[src/rtl/mmio_router.sv]
// mmio_router: canonical check plus base/mask window decode, one outstanding MMIO transaction.
// Optional slave timeout is compiled in when MMIO_ROUTER_TIMEOUT_EN is defined.
module mmio_router #(
    parameter int NUM_SLAVES = 4,
    parameter logic [NUM_SLAVES*47-1:0] SLAVE_BASE = {47'h4000_0000_8000, 47'h4000_0000_4000,
                                                      47'h4000_0004_0000, 47'h4000_0000_0000},
    parameter logic [NUM_SLAVES*47-1:0] SLAVE_MASK = {47'h7FFF_FFFF_C000, 47'h7FFF_FFFF_C000,
                                                      47'h7FFF_FFFC_0000, 47'h4000_0000_0000},
    parameter int TIMEOUT = 255
) (
    input  logic                       clk,
    input  logic                       rst_n,
    input  logic                       m_req_valid,
    output logic                       m_req_ready,
    input  logic [63:0]                m_addr,
    input  logic                       m_we,
    input  logic [63:0]                m_wdata,
    input  logic [7:0]                 m_be,
    output logic                       m_resp_valid,
    output logic [63:0]                m_rdata,
    output logic                       m_err,
    output logic [NUM_SLAVES-1:0]      s_req_valid,
    input  logic [NUM_SLAVES-1:0]      s_req_ready,
    output logic [63:0]                s_addr,
    output logic                       s_we,
    output logic [63:0]                s_wdata,
    output logic [7:0]                 s_be,
    input  logic [NUM_SLAVES-1:0]      s_resp_valid,
    input  logic [NUM_SLAVES*64-1:0]   s_rdata
);

    if (NUM_SLAVES < 1 || NUM_SLAVES > 16 || TIMEOUT < 2 || TIMEOUT > 65535) begin : g_badParams
        $error("mmio_router: parameter out of range");
    end

    typedef enum logic [1:0] {IDLE, REQ, RESP, DONE} state_t;

    state_t                 r_state;
    logic [NUM_SLAVES-1:0]  r_sel;

    logic                   w_canon;
    logic [NUM_SLAVES-1:0]  w_hit;
    logic [NUM_SLAVES-1:0]  w_selOh;
    logic                   w_miss;
    logic                   w_reqAck;
    logic                   w_respHit;
    logic                   w_expire;
    logic [63:0]            w_rdataSel;

    assign w_canon = (&m_addr[63:47]) | ~(|m_addr[63:47]);

    always_comb begin
        w_hit = '0;
        for (int i = 0; i < NUM_SLAVES; i++) begin
            w_hit[i] = ((m_addr[46:0] & SLAVE_MASK[i*47 +: 47]) ==
                        (SLAVE_BASE[i*47 +: 47] & SLAVE_MASK[i*47 +: 47]));
        end
    end

    // Isolate the lowest set bit so the lowest-index window wins on overlap.
    assign w_selOh   = w_hit & (~w_hit + NUM_SLAVES'(1));
    assign w_miss    = ~w_canon | ~(|w_hit);
    assign w_reqAck  = |(s_req_ready & r_sel);
    assign w_respHit = |(s_resp_valid & r_sel);

    always_comb begin
        w_rdataSel = '0;
        for (int i = 0; i < NUM_SLAVES; i++) begin
            if (r_sel[i]) w_rdataSel = w_rdataSel | s_rdata[i*64 +: 64];
        end
    end

`ifdef MMIO_ROUTER_TIMEOUT_EN
    localparam logic [15:0] TO_LAST = 16'(TIMEOUT - 1);
    logic [15:0] r_cnt;

    // Held at zero outside REQ/RESP, so each transaction starts counting from 0.
    always_ff @(posedge clk or negedge rst_n) begin
        if (!rst_n) begin
            r_cnt <= '0;
        end else if (r_state == REQ || r_state == RESP) begin
            r_cnt <= r_cnt + 16'd1;
        end else begin
            r_cnt <= '0;
        end
    end

    assign w_expire = (r_cnt == TO_LAST);
`else
    assign w_expire = 1'b0;
`endif

    always_ff @(posedge clk or negedge rst_n) begin
        if (!rst_n) begin
            r_state      <= IDLE;
            r_sel        <= '0;
            m_req_ready  <= 1'b1;
            m_resp_valid <= 1'b0;
            m_rdata      <= '0;
            m_err        <= 1'b0;
            s_req_valid  <= '0;
            s_addr       <= '0;
            s_we         <= 1'b0;
            s_wdata      <= '0;
            s_be         <= '0;
        end else begin
            case (r_state)
                IDLE: begin
                    if (m_req_valid) begin
                        s_addr      <= m_addr;
                        s_we        <= m_we;
                        s_wdata     <= m_wdata;
                        s_be        <= m_be;
                        m_req_ready <= 1'b0;
                        if (w_miss) begin
                            r_sel        <= '0;
                            m_rdata      <= '0;
                            m_err        <= 1'b1;
                            m_resp_valid <= 1'b1;
                            r_state      <= DONE;
                        end else begin
                            r_sel       <= w_selOh;
                            s_req_valid <= w_selOh;
                            r_state     <= REQ;
                        end
                    end
                end
                REQ: begin
                    if (w_expire) begin
                        s_req_valid  <= '0;
                        m_rdata      <= '0;
                        m_err        <= 1'b1;
                        m_resp_valid <= 1'b1;
                        r_state      <= DONE;
                    end else if (w_reqAck) begin
                        s_req_valid <= '0;
                        r_state     <= RESP;
                    end
                end
                // A response in the expiry cycle takes priority over the timeout.
                RESP: begin
                    if (w_respHit) begin
                        m_rdata      <= w_rdataSel;
                        m_err        <= 1'b0;
                        m_resp_valid <= 1'b1;
                        r_state      <= DONE;
                    end else if (w_expire) begin
                        m_rdata      <= '0;
                        m_err        <= 1'b1;
                        m_resp_valid <= 1'b1;
                        r_state      <= DONE;
                    end
                end
                DONE: begin
                    m_resp_valid <= 1'b0;
                    m_req_ready  <= 1'b1;
                    r_state      <= IDLE;
                end
                default: begin
                    r_state <= IDLE;
                end
            endcase
        end
    end

endmodule

[config.mk]
export PLATFORM = sky130hd
export DESIGN_NAME = mmio_router
export DESIGN_NICKNAME = d
export VERILOG_FILES = /design/src/rtl/mmio_router.sv
export SDC_FILE = /design/constraint.sdc
export NUM_CORES = 1
export LEC_CHECK = 0
export BUFFER_PORTS_ARGS = -buffer_cell sky130_fd_sc_hd__buf_2
export CORE_AREA = 5 5 236 238
export CTS_CLUSTER_DIAMETER = 200
export CTS_CLUSTER_SIZE = 30
export DETAILED_ROUTE_END_ITERATION = 8
export DIE_AREA = 0 0 241 243
export PLACE_DENSITY = 0.39
export SYNTH_ARGS = -nofsm -noshare
export SYNTH_HDL_FRONTEND = slang
export SYNTH_SLANG_ARGS = --single-unit
export TNS_END_PERCENT = 100
[constraint.sdc]
create_clock -name clk -period 2.7 [get_ports clk]
set_clock_uncertainty 0.1 [all_clocks]
set_input_delay 0 -clock clk [delete_from_list [all_inputs] [get_ports clk]]
set_output_delay 0 -clock clk [all_outputs]
set_load 0.01 [all_outputs]
# == Yosys cells after proc, flatten, opt, wreduce, memory -nomap -nowiden ==
# Cells that the tools add are included.
# op_classes
add_sub_neg,1
eq_ne,11
mux,26
bitwise_logic,13
reduce_logical,15
# ops
cell,count
64-bit two-way mux,7
64-bit bitwise OR,3
64-bit case mux with 2 select lines,1
"33-bit == test, second input constant",2
"29-bit == test, second input constant",1
17-bit AND reduction,1
17-bit OR reduction,1
4-bit two-way mux,4
4-bit bitwise AND,3
4-bit AND reduction,3
4-bit OR reduction,3
"2-bit inequality test, second input constant",5
2-bit two-way mux,4
2-bit case mux with 4 select lines,1
4-bit case mux with 2 select lines,1
2-bit nonzero test,3
1-bit two-way mux,5
"4-bit by 1-bit adder with 4-bit output, second input constant",1
"2-bit == test, second input constant",2
1-bit NOT,4
4-bit NOT,1
1-bit case mux with 2 select lines,2
2-bit AND reduction,2
1-bit case mux with 3 select lines,1
4 further kinds,5
# word_totals
register_bits,214
in_bits,404
out_inout_bits,208
wordCells,77

# == Depth between registers and ports, before layout ==
# depth
ltp_word,9
ltp_mapped,8
mapped_depth_nobuf,6

# == Worst setup path before layout ==
# Ideal clock, no wire load.
# synth_path
path_kind,register -> register
start,register r_state[0]
end,register s_addr[10]
t_arrival_ns,1.941
required_ns,2.475
path_slack_ns,0.534
stages_incl_launch_ff,8
path_cell_list,dfrtp_1 inv_1 ha_1 clkbuf_1 nand2_1 clkbuf_1 clkbuf_1 mux2_2
# synth_between
elab_chain_len,2
# synth_lines
element,line,source
from (decl),38,state_t r_state;
from (signal assigned),95,r_state <= IDLE;
from (signal assigned),120,r_state <= DONE;
from (signal assigned),124,r_state <= REQ;
2-bit logical NOT,107,case (r_state)
2-bit AND reduction (no source line),-,
to (signal assigned),110,s_addr <= m_addr;
to (decl),24,"output logic [63:0] s_addr,"
# No other way between the ends.
# A chain may end at the register's enable or synchronous reset.

# == Final worst setup path ==
# layout_path
start,register r_sel[1]
end,register m_rdata[13]
# layout_between
elab_chain_len,7
elab_cells_between_ends,11
# layout_lines
element,line,source
from (decl),39,logic [NUM_SLAVES-1:0] r_sel;
from (signal assigned),122,r_sel <= w_selOh;
64-bit two-way mux,69,if (r_sel[i]) w_rdataSel = w_rdataSel | s_rdata[i*64 +: 64];
64-bit bitwise OR,69,
64-bit two-way mux,69,
64-bit bitwise OR,69,
64-bit two-way mux,69,
64-bit two-way mux,142,if (w_respHit) begin
64-bit case mux with 2 select lines,107,
to (signal assigned),143,m_rdata <= w_rdataSel;
to (decl),20,"output logic [63:0] m_rdata,"
# Several ways; a longest one is shown, not always the timed one. The select of a mux whose other input is x is not followed.

==> impl_metrics.json <==
{
  "drv_slew": 0,
  "synth-compound-area-share": 0.1968,
  "ioPinCount": 612,
  "layout_commonest_cell": "buf_2",
  "grt_pass1_wl_um": 62350,
  "cp-startpoint": "r_sel[1]",
  "end_kind": "flop",
  "port_buffers": 611,
  "yosys_most_used_dff": "dfrtp_1",
  "yosysWarnings": 0,
  "area_growth_pct": 75.75,
  "cp.required_ns": 3.04,
  "stdcell_count": 2241,
  "rows": 85,
  "clk_latency_ns": 0.49,
  "ant_nets": 0,
  "avgViaCountPerCell": 4.205,
  "final-setup-viol-count": 0,
  "fin_crit_ns": 2.354,
  "ys_types": 36,
  "min_to": "m_err",
  "yosys.area_share.simple": 0.01991,
  "fin_util": 0.3083,
  "powerDensity_nw_per_um2": 354.2,
  "fin_crit_sh": 0.8719,
  "die_w_um": 241,
  "whs_path_depth": 5,
  "r2r-end": "m_rdata[13]",
  "drt-initial-drc-count": 334,
  "die-area_um2": 58560,
  "tightest_slew_ns": 0.7354,
  "rsz0062_at_grt": "false",
  "cts_sinks": 214,
  "synth_xor_area_frac": 0,
  "routedWlPerCell_um": 18.99,
  "syn_area_um2": 9365,
  "synthArstFlopShare": 1.000,
  "wl_um": 42560,
  "core_um2": 53390,
  "die_h_um": 243,
  "final_nets": 1940,
  "synth_adder_area_share": 0.005344,
  "avgSynthCellArea_um2": 14.10,
  "place_ws_ns": 0.3791,
  "hold_class": "in2reg",
  "routabilityCongestion": 0.7965,
  "cts_tree": "built",
  "first_global_vias": 10320,
  "ys_seq_area_frac": 0.5719,
  "cts_buffers": 11,
  "crit_path_max_fanout": 52,
  "maxSlewHeadroom": 0.5098,
  "hold_viol_final": 0,
  "antenna_found_initial": 9,
  "path_clk_slew_ns": 0.13,
  "place_hpwl_um": 31710,
  "syn_inst": 664,
  "worstReg2RegStart": "r_sel[1]",
  "h-tree-depth": 1,
  "most-common-layout-cells": "buf_2 (610), dlygate4sd3_1 (279), dfrtp_1 (209)",
  "drive_above_1_share": 0.5189,
  "dr.pass1.iters": 4,
  "rr_worst_depth": 5,
  "crit_path_start_kind": "flop",
  "grt_usage": 0.1352,
  "fmax_mhz": 424.8,
  "arrival_ns": 2.69,
  "irDropWorstVdd_mv": 0.4788,
  "min_from": "s_resp_valid[3]",
  "status": "completed",
  "path_class": "reg2reg",
  "grt_max_degree": 65,
  "setup_slack_ns": 0.3458,
  "clockRootBuffer": "clkbuf_16",
  "cts_buffer_depth": 3,
  "setup_tns_ns": 0,
  "hold_ws_ns": 0.1205,
  "drc": 0,
  "placedCellCount": 1935,
  "syn_nets": 1072,
  "synth_top_family_by_area": "compound AO/OA/AOI/OAI gates",
  "synth-edff-count": 0,
  "synthMuxAreaShare": 0.1713,
  "vias": 9424,
  "synth-seq-cells": 214,
  "maxCapViolCount": 0,
  "initial_core_util": 0.1754,
  "power_leakage_nw": 8.422,
  "gr-total-overflow": 0,
  "reg2reg_slack_ns": 0.35
}
==> area by class of cell <==
type	count	area (um^2)
Fill cell	5526	36930
Clock inverter	1	30.03
Clock buffer	16	294.0
Sequential cell	214	5361
Inverter	5	18.77
Antenna cell	9	22.52
Timing Repair Buffer	912	6171
Tap cell	696	870.8
Multi-Input combinational cell	388	3691
==> metrics by stage <==
step,instance area (um^2),total power [mW]
after floorplan,9365,3.277
after global placement,13290,3.674
after detailed placement,13290,3.681
after CTS,16440,6.008
after global routing,16450,6.133
final,16460,5.829
==> layer usage <==
metal | wire, um | global-route usage | share of wire
met1 | 16300 | 0.1531 | 0.38
met2 | 21390 | 0.2434 | 0.50
met3 | 3465 | 0.03678 | 0.081
met4 | 1394 | 0.04613 | 0.033
met5 | 0 | 0 | 0
==> power by group <==
part	total [mW]	internal (mW)	switching (mW)
logic	0.654	0.419	0.236
registers	3.20	3.20	0
clock network	1.97	0.795	1.18
total	5.83	4.42	1.41
==> what timing repair did <==
action / 4_1_cts / 5_1_grt
gates resized for setup: 0 / 0
hold buffers: 280 / 0
hold endpoints to repair: 423 / 0
setup buffers: 0 / 0
==> worst max-delay path by stage <==
stage | slack, ns | endpoint | cells after the start
after CTS | 0.37 | m_rdata[53] | 5
final | 0.35 | m_rdata[13] | 5
after global routing | 0.25 | m_rdata[13] | 5
after global placement | 0.39 | m_rdata[43] | 8
after detailed placement | 0.38 | m_rdata[52] | 8
after floorplan | 0.53 | s_addr[10] | 7
==> cells by family after synthesis <==
logic type | Yosys count
AND/OR/NAND/NOR | 33
multiplexers | 143
adder cells (fa/ha/maj) | 4
buffers and inverters | 62
flip-flops | 214
AO/OA/AOI/OAI | 208
==> synth_stat cells, types with 5 or more instances <==
cell,n,area share
dfrtp_1,213,0.57
buf_6,11,0.013
inv_1,5,0.0020
nor2b_1,5,0.0033
a221oi_1,64,0.060
mux2i_1,5,0.0053
mux2_2,138,0.17
a22o_1,64,0.060
buf_1,9,0.0036
buf_2,5,0.0027
nand2_1,7,0.0028
o2bb2ai_1,60,0.056
clkbuf_1,31,0.012
==> state kept, by name, indices dropped and copies added, names as in the netlist <==
register,cells
m_rdata,64
s_addr,64
s_wdata,64
s_be,8
r_sel,4
s_req_valid,4
r_state,2
m_err,1
m_req_ready,1
m_resp_valid,1
s_we,1
==> worst max-delay path, stage by stage (launching register included) <==
cell	delay, ns
dfrtp_2	0.39
buf_4	0.51
buf_4	0.34
a221oi_1	0.11
dlygate4sd3_1	0.59
o2bb2ai_1	0.16
Note: power is estimated with default switching activity, not from simulation.
